===== config.mk =====
export PLATFORM = sky130hd
export DESIGN_NAME = print_fmt
export DESIGN_NICKNAME = d
export VERILOG_FILES = /design/src/rtl/print_fmt_pkg.sv /design/src/rtl/print_fmt_req_edge_det.sv /design/src/rtl/print_fmt.sv
export SDC_FILE = /design/constraint.sdc
export NUM_CORES = 1
export LEC_CHECK = 0
export ABC_AREA = 1
export BUFFER_PORTS_ARGS = -buffer_cell sky130_fd_sc_hd__buf_2
export CORE_UTILIZATION = 35
export CTS_CLUSTER_DIAMETER = 120
export DETAILED_ROUTE_END_ITERATION = 10
export SYNTH_ARGS = -nofsm -noshare
export SYNTH_HDL_FRONTEND = slang
export SYNTH_HIERARCHICAL = 1
export SYNTH_SLANG_ARGS = --single-unit

===== constraint.sdc =====
create_clock -name clk -period 2.4 [get_ports clk]
set_input_delay 0.36 -clock clk [delete_from_list [all_inputs] [get_ports clk]]
set_output_delay 0.36 -clock clk [all_outputs]
set_load 0.01 [all_outputs]

===== src/rtl/print_fmt_pkg.sv =====
// Shared types, constants and helpers for the debug-unit print formatter.
// Hex digits are produced arithmetically so no character ROM is needed.
package print_fmt_pkg;

  typedef enum logic [1:0] {
    MODE_RAW   = 2'd0,
    MODE_HEX   = 2'd1,
    MODE_HEXNL = 2'd2,
    MODE_HEXB  = 2'd3
  } mode_e;

  typedef enum logic [1:0] {
    S_IDLE = 2'd0,
    S_EMIT = 2'd1,
    S_DONE = 2'd2
  } state_e;

  localparam logic [7:0] CR = 8'h0D;
  localparam logic [7:0] LF = 8'h0A;

  // Uppercase hex: '0'..'9' for 0..9, 'A'..'F' for 10..15.
  function automatic logic [7:0] nib2ascii(input logic [3:0] n);
    if (n < 4'd10) return 8'h30 + {4'h0, n};
    return 8'h37 + {4'h0, n};
  endfunction

  // Total characters in one print; the byte-hex mode never carries separators.
  function automatic int char_count(input mode_e m, input int data_w, input int group);
    int n;
    int c;
    if (m == MODE_RAW) return 1;
    if (m == MODE_HEXB) return 2;
    n = data_w / 4;
    c = n;
    if (group != 0) c = c + (n - 1) / group;
    if (m == MODE_HEXNL) c = c + 2;
    return c;
  endfunction

endpackage


===== src/rtl/print_fmt_req_edge_det.sv =====
// Asynchronous-reset rising-edge detector for level request lines.
// Shared by the debug-unit blocks that turn a held req into a single event.
module req_edge_det (
  input  logic clk,
  input  logic rst,
  input  logic req,
  output logic rise
);

  logic req_q;

  always_ff @(posedge clk or posedge rst) begin
    if (rst) req_q <= 1'b0;
    else     req_q <= req;
  end

  assign rise = req & ~req_q;

endmodule


===== src/rtl/print_fmt.sv =====
// Print formatter: turns one captured value into an ASCII stream for the UART TX,
// as a raw byte, hex byte, or grouped hex word with optional CR/LF.
module print_fmt
  import print_fmt_pkg::*;
#(
  parameter int         DATA_W   = 32,
  parameter int         GROUP    = 4,
  parameter logic [7:0] SEP_CHAR = 8'h5F
) (
  input  logic              clk,
  input  logic              rst,
  input  logic [DATA_W-1:0] din,
  input  logic [1:0]        mode,
  input  logic              req,
  input  logic              rdy_tx,
  output logic              vld_tx,
  output logic [7:0]        d_tx,
  output logic              ack,
  output logic              busy
);

  localparam int N         = DATA_W / 4;
  localparam int CNT_HEX   = char_count(MODE_HEX, DATA_W, GROUP);
  localparam int CNT_HEXNL = char_count(MODE_HEXNL, DATA_W, GROUP);
  localparam int CNT_HEXB  = char_count(MODE_HEXB, DATA_W, GROUP);
  localparam int CNT_RAW   = char_count(MODE_RAW, DATA_W, GROUP);
  localparam int CNT_W     = $clog2(CNT_HEXNL + 1);
  localparam int NIB_W     = $clog2(N + 1);

  state_e            state, state_n;
  mode_e             cur_mode, mode_n;
  logic [DATA_W-1:0] sh, sh_n;
  logic [NIB_W-1:0]  nib_done, nib_n;
  logic [NIB_W-1:0]  grp_cnt, grp_n;
  logic [CNT_W-1:0]  rem, rem_n;
  logic              vld_n, ack_n, busy_n;
  logic [7:0]        d_n;
  logic              rise, start;
  logic [NIB_W-1:0]  nib_total;
  logic              sep_ok;

  req_edge_det u_edge (
    .clk  (clk),
    .rst  (rst),
    .req  (req),
    .rise (rise)
  );

  assign start     = rise & (state == S_IDLE);
  assign nib_total = (cur_mode == MODE_HEXB) ? NIB_W'(2) : NIB_W'(N);
  assign sep_ok    = (GROUP != 0) && ((cur_mode == MODE_HEX) || (cur_mode == MODE_HEXNL));

  always_ff @(posedge clk or posedge rst) begin
    if (rst) begin
      state    <= S_IDLE;
      cur_mode <= MODE_RAW;
      sh       <= '0;
      nib_done <= '0;
      grp_cnt  <= '0;
      rem      <= '0;
      vld_tx   <= 1'b0;
      d_tx     <= 8'h00;
      ack      <= 1'b0;
      busy     <= 1'b0;
    end else begin
      state    <= state_n;
      cur_mode <= mode_n;
      sh       <= sh_n;
      nib_done <= nib_n;
      grp_cnt  <= grp_n;
      rem      <= rem_n;
      vld_tx   <= vld_n;
      d_tx     <= d_n;
      ack      <= ack_n;
      busy     <= busy_n;
    end
  end

  // rem counts characters still owed including the one on d_tx; the next
  // character is chosen at the moment the current one is accepted.
  always_comb begin
    state_n = state;
    mode_n  = cur_mode;
    sh_n    = sh;
    nib_n   = nib_done;
    grp_n   = grp_cnt;
    rem_n   = rem;
    vld_n   = vld_tx;
    d_n     = d_tx;
    ack_n   = 1'b0;
    busy_n  = busy;

    case (state)
      S_IDLE: begin
        if (start) begin
          mode_n  = mode_e'(mode);
          vld_n   = 1'b1;
          busy_n  = 1'b1;
          state_n = S_EMIT;
          case (mode_e'(mode))
            MODE_RAW: begin
              d_n   = din[7:0];
              sh_n  = '0;
              nib_n = '0;
              grp_n = '0;
              rem_n = CNT_W'(CNT_RAW);
            end
            MODE_HEXB: begin
              d_n   = nib2ascii(din[7:4]);
              sh_n  = {din[3:0], {(DATA_W-4){1'b0}}};
              nib_n = NIB_W'(1);
              grp_n = NIB_W'(1);
              rem_n = CNT_W'(CNT_HEXB);
            end
            default: begin
              d_n   = nib2ascii(din[DATA_W-1 -: 4]);
              sh_n  = din << 4;
              nib_n = NIB_W'(1);
              grp_n = NIB_W'(1);
              rem_n = (mode_e'(mode) == MODE_HEXNL) ? CNT_W'(CNT_HEXNL) : CNT_W'(CNT_HEX);
            end
          endcase
        end
      end

      S_EMIT: begin
        if (vld_tx && rdy_tx) begin
          if (rem == CNT_W'(1)) begin
            vld_n   = 1'b0;
            rem_n   = '0;
            ack_n   = 1'b1;
            state_n = S_DONE;
          end else begin
            rem_n = rem - CNT_W'(1);
            if (nib_done < nib_total) begin
              if (sep_ok && (int'(grp_cnt) == GROUP)) begin
                d_n   = SEP_CHAR;
                grp_n = '0;
              end else begin
                d_n   = nib2ascii(sh[DATA_W-1 -: 4]);
                sh_n  = sh << 4;
                nib_n = nib_done + NIB_W'(1);
                grp_n = grp_cnt + NIB_W'(1);
              end
            end else begin
              d_n = (rem == CNT_W'(3)) ? CR : LF;
            end
          end
        end
      end

      S_DONE: begin
        busy_n  = 1'b0;
        state_n = S_IDLE;
      end

      default: state_n = S_IDLE;
    endcase
  end

endmodule


# Yosys cells after proc, flatten, opt, wreduce, memory -nomap -nowiden
# Cells that the tools add are included.
[op_classes]
addsub = 9
reduce_logical = 16
n_mux = 66
n_eq_ne = 16
bitwise_logic = 3
order_cmp = 4
[ops]
columns = ["op", "n"]
rows = [
  ["2-to-1 mux 32 bit", 5],
  ["case mux 32 bit (2 select lines)", 2],
  ["2-to-1 mux 8 bit", 11],
  ["2-to-1 mux 4 bit", 13],
  ["adder 6 x 4 -> 7 bit, first input constant", 6],
  ["case mux 4 bit (2 select lines)", 4],
  ["case mux 8 bit (2 select lines)", 2],
  ["2-to-1 mux 1 bit", 21],
  ["less-than comparator 4 bit, second input constant", 3],
  ["inequality test 2 bit, second input constant", 6],
  ["equality test 2 bit, second input constant", 5],
  ["adder 4 x 1 -> 4 bit, second input constant", 2],
  ["2-to-1 mux 2 bit", 4],
  ["AND reduction 4 bit", 2],
  ["AND reduction 3 bit", 2],
  ["AND reduction 6 bit", 1],
  ["AND reduction 5 bit", 1],
  ["equality test 2 x 1 -> 1 bit, second input constant", 2],
  ["equality test 4 x 1 -> 1 bit, second input constant", 1],
  ["equality test 4 x 2 -> 1 bit, second input constant", 1],
  ["equality test 4 bit, second input constant", 1],
  ["logical NOT 2 bit", 2],
  ["less-than comparator 4 bit", 1],
  ["case mux 1 bit (2 select lines)", 2],
  ["10 further kinds", 14],
]
[totals]
register_bits = 60
inputBits = 38

# Longest topological paths before layout
# Gate-level depths: netlist of run 1.
[depth]
depth_word = 14
depth_mapped = 13

# Hierarchy
# The synthesis of run 1 kept the hierarchy.
[modules_own_cells]
columns = ["module", "seq_area_each_um2", "area_each_um2", "cells_per_inst", "n_inst"]
rows = [
  ["print_fmt", 1376.3, 3443.3, 452, 1],
  ["req_edge_det", 25.0, 38.8, 4, 1],
]

# Worst setup path after synthesis of run 1
# OpenSTA, ideal clock, no wires.
[synth_path]
kind = "register -> register"
start = "register cur_mode[0]"
end = "register sh[21]"
arrival_time_ns = 1.743
setup_time_ns = 0.117
slack_ns = 0.540
stages_incl_launch_ff = 11
synth_period_minus_slack_ns = 1.860
path_cell_list = "dfrtp_1 -> ha_1 -> ha_1 -> a21oi_2 -> nand2_2 -> o21ai_4 -> nand2_8 -> inv_4 -> buf_12 -> buf_6 -> o21ai_2"
[synth_via]
elab_chain_len = 5
word_cells_on_any_way = 10
cone_classes = "order compare (1); eq/ne (5); mux (1); reduce/logical (3)"
[synth_rtl]
columns = ["element", "line", "text"]
rows = [
  ["start, declared", "print_fmt.sv:31", "mode_e cur_mode, mode_n;"],
  ["start signal, assigned", "print_fmt.sv:67", "cur_mode <= mode_n;"],
  ["equality test 2 bit (tied with other cells)", "print_fmt.sv:50", "assign nib_total = (cur_mode == MODE_HEXB) ? NIB_W'(2) : NIB_W'(N);"],
  ["2-to-1 mux 4 bit / logical OR 1 bit (equally long branches)", "print_fmt.sv:50, print_fmt.sv:51", ""],
  ["less-than comparator 4 bit / logical AND 1 bit (equally long branches)", "print_fmt.sv:135, print_fmt.sv:136", ""],
  ["inequality test 2 bit (no source line)", "--", ""],
  ["AND reduction 6 bit (no source line) *", "--", ""],
  ["end signal, assigned", "print_fmt.sv:68", "sh <= sh_n;"],
  ["end, declared", "print_fmt.sv:32", "logic [DATA_W-1:0] sh, sh_n;"],
]
# Mark *: on every way between the ends. The rest lies on a longest branch, timed or not.
# A chain may end at the register's enable or synchronous reset.

# Final worst setup path of run 1
[layout_path]
start = "register cur_mode[0]"
end = "register sh[12]"
# Same word-level chain as after synthesis.

==> results of run 1 <==
-- placed cells by master, fill, tap and decap left out, drive strengths merged, types with 4 or more instances in the layout --
cell type  instances
a21oi             11
ha                15
clkbuf             5
inv               55
nand2            151
o21ai             71
nand3             24
a22oi              4
nor2              38
dfrtp             56
buf               57
-- where the power goes --
| part | leakage (nW) | total (mW) | internal, mW | switching (mW) |
|---|---|---|---|---|
| logic | 1.35 | 0.127 | 0.0463 | 0.0806 |
| registers | 0.639 | 0.944 | 0.944 | 0.000367 |
| clock network | 0.0583 | 0.657 | 0.315 | 0.341 |
-- cells by family after synthesis --
| kind of cell | after synthesis |
|---|---|
| adder cells (fa/ha/maj) | 15 |
| AND/OR/NAND/NOR | 221 |
| buffers and inverters | 69 |
| AO/OA/AOI/OAI | 91 |
| XOR/XNOR | 4 |
| flip-flops | 56 |
-- final cells by class --
cell class	count	area, µm²	share of cell area
inverters	55	214	0.0538
clock inverters	3	47.5	0.0119
flip-flops and latches	56	1400	0.352
clock buffers	5	68.8	0.0173
repair buffers	58	330	0.0830
well taps	133	166	0.0418
multi-input cells	331	1750	0.440
-- what timing repair did --
item,CTS,global route
hold buffers,1,0
resized for setup,0,0
hold endpoints to repair,1,0
-- sequential cells by signal, summed over array words and instances (netlist names) --
name and cells:
d_tx 8, cur_mode 2, vld_tx 1, busy 1
ack 1, u_edge/req_q 1, nib_done 4, rem 4
state 2, sh 28, grp_cnt 4
-- worst max-delay path, stage by stage, from the launching register on --
cell and delay (ns):
dfrtp_1 0.40, ha_1 0.22, ha_1 0.31, inv_1 0.06
nor2_1 0.03, nand2_1 0.09, nand2_2 0.10, o21ai_4 0.19
nand2_8 0.12, inv_4 0.22, buf_12 0.21, nand2_2 0.07
o21ai_2 0.05
-- metal layers --
metal / share of wire / global-route usage / vias up
met5: 0 / 0 / -
li1: - / - / 1562
met1: 0.48 / 0.238 / 1412
met3: 0.043 / 0.0352 / 9
met2: 0.47 / 0.288 / 52
met4: 0.011 / 0.0524 / 0
-- worst max-delay path by stage --
stage	endpoint	slack, ns	cells past startpoint
6_report	sh[12]	0.24	12
5_1_grt	sh[12]	0.09	12
4_1_cts	sh[12]	0.23	12
3_5_place_dp	sh[23]	0.25	12
3_3_place_gp	sh[16]	0.35	12
2_1_floorplan	sh[21]	0.54	10
==> out/summary.txt, run 1 <==
Routed len/inst -> 13.0 µm
Yosys cell types -> 35
PD cells -> 434 nW/µm²
Fmax -> 463 MHz
Initial antenna violation count -> 0
Slew headroom -> 0.466
Die H -> 102 µm
Setup bufs post-CTS -> 0
Share of cells above drive strength 1 -> 0.211
Synth area leaders -> dfrtp_1 (40%), nand2_1 (15%), o21ai_0 (8.0%)
R2R Setup Slk -> 0.24 ns
Post-Synth Adder-Cell Area -> 0.0539
Die X -> 102 µm
Largest family of logic cells by synthesized area -> simple AND/OR/NAND/NOR gates
R2R Path Start -> cur_mode[0]
Synth Area in Compound Gates -> 0.156
Hold path depth -> 1
Type of the most critical hold path -> in2reg
Reg2reg end -> sh[12]
Starting Density -> 0.358
CTS buffer count -> 5
Crit. End Element -> flop
Worst vdd ir -> 214 µV
DP Wirelength -> 6370 µm
Final hold vios -> 0
Final Util -> 0.409
Global-route usage over all layers -> 0.177
Largest net degree at the start of global routing -> 38
Syn Inst Count -> 456
Finished Layout Cells -> 641
First-pass GRT wire length -> 14200 µm
Crit path required time -> 2.66 ns
Worst slack at placement -> 0.252 ns
Post-synthesis mux area share -> 0
Fin crit period -> 2.16 ns
Syn nets -> 509
Worst-case clock buffer depth -> 2
Post-synth ARST share -> 1.00
Gpl congestion -> 0.858
Placed cell count -> 632
Leak -> 2.05 nW
Slew @ Worst Pin -> 0.800 ns
Worst-path fanout max -> 21
HP Start -> req
Drt drc -> 0
Top cells by count, synth -> nand2_1 (135), dfrtp_1 (56), o21ai_0 (56)
RSZ-0062 raised after global routing -> no
Antenna cells -> 0
Post-DP Area -> 3850 µm²
Setup_tns -> 0 ns
Cell Area, Synth -> 3480 µm²
Drt pass-1 iters -> 4
Post-synth top area cell -> dfrtp_1
Crit path DAT -> 2.42 ns
Sinks on Clock Net -> 56
Max-Cap Viols -> 0
Yosys reg bits -> 56
Drt total wl -> 8350 µm
Hold endpoint -> u_edge/req_q
CTS clk-pin slew, worst paths -> 0.11 ns
IO Count -> 49
Worst setup margin -> 0.241 ns
Drt first-iter violations -> 97
CP startpoint -> cur_mode[0]
Root Buffer -> clkbuf_8
Main synth FF type -> dfrtp_1
Outcome -> finished clean
Clk_skew -> 0.00941 ns
Critical Path Start Type -> flop
Yosys synthesis warning count -> 6
Vias per cell -> 4.73
Total power -> 1.73 mW
Finish-stage setup viols -> 0
Vias -> 3035
Row count -> 36
Grt ovf -> 0
Worst-Skew Late Latency -> 0.32 ns
Max-slew violations -> 0
Area grow syn2layout -> 14.3%
Post-synthesis xor/xnor area fraction -> 0.0101
Die ar. -> 10400 µm²
CTS HTree Levels -> 2
Most common cell in the netlist -> nand2_1
Hold Slack -> 0.155 ns
Synth Area in Simple Gates -> 0.283
Post-Syn Area per Cell -> 7.64 µm²
Part of the Yosys area used for sequential elements -> 0.402
Floorplan Core Area -> 9730 µm²
Post-synth EDFFs -> 0
Setup Crit Path Kind -> reg2reg
Filler instances -> 1078
Antenna viol nets, final -> 0
Layout net count -> 560
Period utilisation layout -> 0.900
Number of global-route vias before repair -> 3006
TritonCTS clock tree -> yes
# port buffers -> 48
Reg2reg path depth -> 12
Top cell type's share of synthesized area -> 0.402
Design Area, Final -> 3980 µm²
No activity file was read; power rests on OpenSTA's default activity.
==> run 2, diff against run 1 <==
CORE_ASPECT_RATIO = 0.7   (was unset)
==> out/summary.txt, run 2 (same netlist as run 1, synthesis figures left out) <==
Crit path required time -> 2.60 ns (-0.06 ns)
Setup Crit Path Kind -> reg2reg
R2R Setup Slk -> 0.27 ns (+0.02 ns)
Crit path DAT -> 2.33 ns (-0.09 ns)
Global-route usage over all layers -> 0.169 (-0.00820)
Worst-path cell chain -> ha_1 > ha_1 > inv_1 > nor2_1 > nand2_1 > nand2_2 > o21ai_4 > nand2_8 > inv_4 > buf_12 > nand2_1 > o21ai_0
Max-Cap Viols -> 0 (unchanged)
Clk_skew -> 0.0114 ns (+0.00201 ns)
Fmax -> 468 MHz (+1.2%)
Worst-path fanout max -> 31 (+48%)
Die X -> 121 µm (+19%)
Biggest regs -> sh: 28 flops, d_tx: 8 flops
Row count -> 30 (-17%)
Gpl congestion -> 0.862 (+0.37%)
Drt total wl -> 8220 µm (-1.6%)
Drt drc -> 0 (unchanged)
Routed len/inst -> 13.0 µm (-0.35%)
Final hold vios -> 0 (unchanged)
Layout net count -> 558 (-0.36%)
Grt ovf -> 0 (unchanged)
Highest cell delay on the worst timing path -> 0.39 ns (about the same)
Die H -> 85.5 µm (-16%)
Antenna viol nets, final -> 0 (unchanged)
RSZ-0062 raised after global routing -> no
Share of cells above drive strength 1 -> 0.206 (-0.00469)
Slew @ Worst Pin -> 0.524 ns (-0.276 ns)
Cts repair resizes -> 0 (unchanged)
Floorplan Core Area -> 9680 µm² (-0.46%)
Critical Path Start Type -> flop
Number of global-route vias before repair -> 2864 (-4.7%)
Most frequent cells in the layout -> nand2_1 (135), o21ai_0 (56), dfrtp_1 (56), inv_1 (50), buf_2 (48)
Period utilisation layout -> 0.889 (-0.0103)
Die ar. -> 10400 µm² (about the same)
Worst-Skew Late Latency -> 0.29 ns (-0.03 ns)
Root Buffer -> clkbuf_16
Slew headroom -> 0.649 (+0.183)
Max reg flops -> 28 (unchanged)
Area grow syn2layout -> 14.6%
Leak -> 2.05 nW (about the same)
Largest Register -> sh
CTS buffer count -> 5 (unchanged)
Type of the most critical hold path -> in2reg
Setup_tns -> 0 ns (unchanged)
Crit. End Element -> flop
R2R Path Start -> cur_mode[0]
Worst-case clock buffer depth -> 2 (unchanged)
Drt pass-1 iters -> 4 (unchanged)
Fin crit period -> 2.13 ns (-0.0248 ns)
Post-DP Area -> 3840 µm² (-0.23%)
Vias per cell -> 4.79 (+1.1%)
Hold path depth -> 1 (unchanged)
Largest net degree at the start of global routing -> 56 (+47%)
Reg2reg end -> sh[29]
Worst path slowest cell -> dfrtp_1
CTS clk-pin slew, worst paths -> 0.08 ns (-0.03 ns)
CTS HTree Levels -> 2 (unchanged)
Leading cell type in the layout, fill and taps excluded -> nand2_1
First-pass GRT wire length -> 13800 µm (-2.9%)
Sinks on Clock Net -> 56 (unchanged)
Initial antenna violation count -> 0 (unchanged)
Total power -> 1.80 mW (+3.9%)
TritonCTS clock tree -> yes
Hold Slack -> 0.183 ns (+0.0286 ns)
Design Area, Final -> 3990 µm² (+0.31%)
PD cells -> 450 nW/µm² (+3.6%)
IO Count -> 49 (unchanged)
Finish-stage setup viols -> 0 (unchanged)
Antenna cells -> 0 (unchanged)
Starting Density -> 0.360 (+0.00166)
# port buffers -> 48 (unchanged)
Worst vdd ir -> 322 µV (+50%)
HP Start -> req
DP Wirelength -> 6080 µm (-4.5%)
Max-slew violations -> 0 (unchanged)
Drt first-iter violations -> 160 (+65%)
Vias -> 3030 (-0.16%)
Outcome -> finished clean
Hold endpoint -> u_edge/req_q
Reg2reg path depth -> 12 (unchanged)
## run 2: changes by cell type in the layout (fill, tap and decap cells not counted), moves of 2 or more
cell	change
clkbuf_16	+5
clkinv_4	-2
clkbuf_8	-5
buf_4	-3
## run 2: critical path: cells and delay by family, from the launching register on
family                   cells  cell delay [ns]
AO/OA/AOI/OAI                2             0.27
adder cells (fa/ha/maj)      2             0.51
buffers and inverters        3             0.44
flip-flops                   1             0.39
AND/OR/NAND/NOR              5             0.40
## run 2: metal layers
metal | track usage | up-vias | wire [µm] | share of wire
met2 | 0.259 | 81 | 3500 | 0.43
met3 | 0.0309 | 4 | 424 | 0.052
met5 | 0 | - | 0 | 0
li1 | - | 1551 | - | -
met1 | 0.250 | 1394 | 4270 | 0.52
met4 | 0.0281 | 0 | 33 | 0.0040
## run 2: worst max-delay path by stage
stage / cells after the start / slack [ns] / to / startpoint
CTS: 12 / 0.27 / sh[29] / cur_mode[0]
detailed placement: 11 / 0.29 / sh[29] / cur_mode[0]
global route: 12 / 0.12 / sh[23] / cur_mode[0]
global placement: 11 / 0.36 / sh[29] / cur_mode[0]
floorplan: 10 / 0.54 / sh[21] / cur_mode[0]
finish: 12 / 0.27 / sh[29] / cur_mode[0]
## run 2: stage by stage
| stage | cells | utilization | setup WS [ns] |
|---|---|---|---|
| 2_1_floorplan | 456 | - | 0.540 |
| 3_3_place_gp | 625 | 0.397 | 0.363 |
| 3_5_place_dp | 625 | 0.397 | 0.292 |
| 4_1_cts | 633 | 0.412 | 0.269 |
| 5_1_grt | 633 | 0.412 | 0.119 |
| 6_report | 633 | 0.412 | 0.265 |
## run 2: cell type report
class | instances | area (µm²)
Fill cell | 1023 | 5690
Multi-Input combinational cell | 331 | 1750
Sequential cell | 56 | 1400
Timing Repair Buffer | 56 | 328
Inverter | 55 | 214
Tap cell | 128 | 160
Clock buffer | 5 | 125
Clock inverter | 2 | 12.5
## run 2: power breakdown
group,internal (mW),switching [mW]
clock,0.380,0.341
sequential,0.944,0.000424
combinational,0.0482,0.0823
## run 2: what timing repair did
item / 4_1_cts / 5_1_grt
endpoints found under the hold margin: 1 / 0
setup buffers: 0 / 0
hold buffers: 1 / 0
setup endpoints to repair: 0 / 0
==> run 3, diff against run 2 <==
clock period = 1.9 ns   (was 2.4 ns; I/O delays follow)
==> out/summary.txt, run 3 (same netlist as run 1, synthesis figures left out) <==
Outcome -> finished clean
Reg2reg end -> sh[19]
Die H -> 85.5 µm (unchanged)
Worst path slowest cell -> dfrtp_1
Hold endpoint -> u_edge/req_q
Sinks on Clock Net -> 56 (unchanged)
IO Count -> 49 (unchanged)
Routed len/inst -> 12.9 µm (-0.88%)
Max-Cap Viols -> 0 (unchanged)
Hold path depth -> 1 (unchanged)
Worst-path fanout max -> 8 (-74%)
Most frequent cells in the layout -> nand2_1 (123), dfrtp_1 (56), buf_2 (48), inv_1 (47), o21ai_0 (47)
Buf+Inv Stages, Crit Path -> 3 (unchanged)
Grt peak-use layer -> met2
HP Start -> req
Drt first-iter violations -> 175 (+9.4%)
Area grow syn2layout -> 24.5%
Clk_skew -> 0.00591 ns (-0.00551 ns)
Multi-input gate area -> 1850 µm² (+5.7%)
Die X -> 121 µm (unchanged)
Filler instances -> 999 (-2.3%)
Drt total wl -> 8360 µm (+1.6%)
Vias -> 3104 (+2.4%)
Met2 track utilization from global routing -> 0.263 (+0.00416)
Number of global-route vias before repair -> 3035 (+6.0%)
Max-slew violations -> 0 (unchanged)
GR Util met3 -> 0.0423 (+0.0114)
Worst vdd ir -> 332 µV (+3.1%)
Max reg flops -> 28 (unchanged)
Setup Crit Path Kind -> reg2reg
Top delay family on crit path -> adder cells
Die ar. -> 10400 µm² (unchanged)
R2R Setup Slk -> 0.02 ns (-0.25 ns)
Largest Register -> sh
Crit path required time -> 2.09 ns (-0.51 ns)
Root Buffer -> clkbuf_16
Leading cell type in the layout, fill and taps excluded -> nand2_1
CP dominant cell by count -> nand2_4
Floorplan Core Area -> 9680 µm² (unchanged)
Fin crit period -> 1.88 ns (-0.254 ns)
Placed cell count -> 633 (+1.3%)
Clock Power Share -> 0.435 (+0.033)
Layout net count -> 573 (+2.7%)
First-pass GRT wire length -> 14300 µm (+3.5%)
Sequential share of power -> 0.495 (-0.031)
Crit. End Element -> flop
Row count -> 30 (unchanged)
CTS HTree Levels -> 2 (unchanged)
Initial antenna violation count -> 0 (unchanged)
Worst-path cell chain -> ha_2 > ha_4 > inv_2 > nor2_2 > nand2_2 > nand2_4 > o21ai_4 > nand2_8 > clkinv_8 > clkbuf_16 > nand2_4 > o21ai_2
Highest cell delay on the worst timing path -> 0.40 ns (about the same)
Net Sw Power -> 0.532 mW (+26%)
CTS clk-pin slew, worst paths -> 0.07 ns (about the same)
Finish-stage setup viols -> 0 (unchanged)
# port buffers -> 48 (unchanged)
Share of cells above drive strength 1 -> 0.273 (+0.0666)
Drt pass-1 iters -> 4 (unchanged)
Largest net degree at the start of global routing -> 35 (-38%)
Drt drc -> 0 (unchanged)
Power Internal -> 1.88 mW (+37%)
Vias per cell -> 4.78 (about the same)
Global-route usage over all layers -> 0.176 (+0.00675)
Fmax -> 532 MHz (+14%)
CP startpoint -> cur_mode[0]
Antenna cells -> 0 (unchanged)
Switching portion of total power -> 0.221 (-0.0151)
Worst-Skew Late Latency -> 0.29 ns (about the same)
Grt met1 use -> 0.252 (+0.00221)
Type of the most critical hold path -> in2reg
Antenna viol nets, final -> 0 (unchanged)
Period utilisation layout -> 0.990 (+0.100)
Worst-case clock buffer depth -> 2 (unchanged)
RSZ-0062 raised after global routing -> yes
CTS buffer count -> 5 (unchanged)
Setup_tns -> 0 ns (unchanged)
TritonCTS clock tree -> yes
DP Wirelength -> 6210 µm (+2.1%)
Finished Layout Cells -> 649 (+2.5%)
Total power -> 2.41 mW (+34%)
Leak -> 2.20 nW (+7.3%)
Crit path DAT -> 2.07 ns (-0.26 ns)
Slew @ Worst Pin -> 0.502 ns (-0.0224 ns)
Final hold vios -> 0 (unchanged)
Reg2reg path depth -> 12 (unchanged)
Gpl congestion -> 0.880 (+2.1%)
R2R Path Start -> cur_mode[0]
Comb power frac -> 0.070 (-0.003)
Grt ovf -> 0 (unchanged)
PD cells -> 556 nW/µm² (+24%)
Reg area -> 1400 µm² (unchanged)
Slew headroom -> 0.665 (+0.0157)
Starting Density -> 0.360 (unchanged)
Biggest regs -> sh: 28 flops, d_tx: 8 flops
Critical Path Start Type -> flop
run 3: cell types whose count changed in the layout (fill, tap and decap cells not counted), moves of 2 or more:
cell and change:
buf_4 +6, buf_12 +3, inv_1 -3, nand2_4 +5, ha_1 -2, nand2_2 +7, inv_2 +3, o21ai_0 -9
o21ai_1 +6, buf_6 +3, nand2_1 -12, o21ai_2 +3
run 3: worst max path at each step:
stage | endpoint | slack, ns | cells after the start
after detailed placement | sh[10] | -0.02 | 12
after CTS | d_tx[4] | 0.01 | 12
final | sh[19] | 0.02 | 12
after floorplan | sh[21] | 0.04 | 10
after global placement | sh[9] | 0.05 | 12
after global routing | sh[14] | -0.03 | 12
run 3: worst reg2reg max path: stages, from the launching register on:
cell and delay, ns:
dfrtp_1 0.40, ha_2 0.22, ha_4 0.29, inv_2 0.04, nor2_2 0.11, nand2_2 0.09, nand2_4 0.10, o21ai_4 0.07
nand2_8 0.09, clkinv_8 0.09, clkbuf_16 0.18, nand2_4 0.05, o21ai_2 0.05
run 3: power by group through the flow:
stage / Combinational, mW / Sequential, mW / Clock (mW)
3_3_place_gp: 0.165 / 1.22 / 0
3_5_place_dp: 0.168 / 1.22 / 0
5_1_grt: 0.192 / 1.19 / 1.12
4_1_cts: 0.170 / 1.19 / 1.08
2_1_floorplan: 0.0796 / 1.22 / 0
6_report: 0.168 / 1.19 / 1.05
run 3: layout make-up:
cell class,count,area share
timing repair buffer,71,0.123
clock inverter,2,0.00808
tap,128,0.0370
sequential,56,0.323
multi-input combinational,331,0.427
clock buffer,6,0.0297
inverter,55,0.0517
run 3: per-layer routing:
| metal | share of wire | up-vias |
|---|---|---|
| met3 | 0.045 | 8 |
| met1 | 0.50 | 1449 |
| met5 | 0 | - |
| met2 | 0.44 | 57 |
| li1 | - | 1590 |
| met4 | 0.011 | 0 |
run 3: stage by stage:
| step | util | hold WS (ns) | instance area [µm²] | setup slack, ns |
|---|---|---|---|---|
| floorplan | - | 0.0137 | 3480 | 0.0400 |
| global placement | 0.407 | 0.138 | 3940 | 0.0514 |
| CTS | 0.433 | 0.0970 | 4190 | 0.0127 |
| finish | 0.448 | 0.104 | 4330 | 0.0198 |
| detailed placement | 0.407 | 0.141 | 3940 | -0.0211 |
| global route | 0.448 | 0.101 | 4330 | -0.0294 |
run 3: timing repair:
item	4_1_cts	5_1_grt
buffers inserted	4	1
setup endpoints to repair	36	32
endpoints found under the hold margin	1	0
resized for setup	7	40
pin swaps	4	7
cloned	1	1
hold buffers	1	0
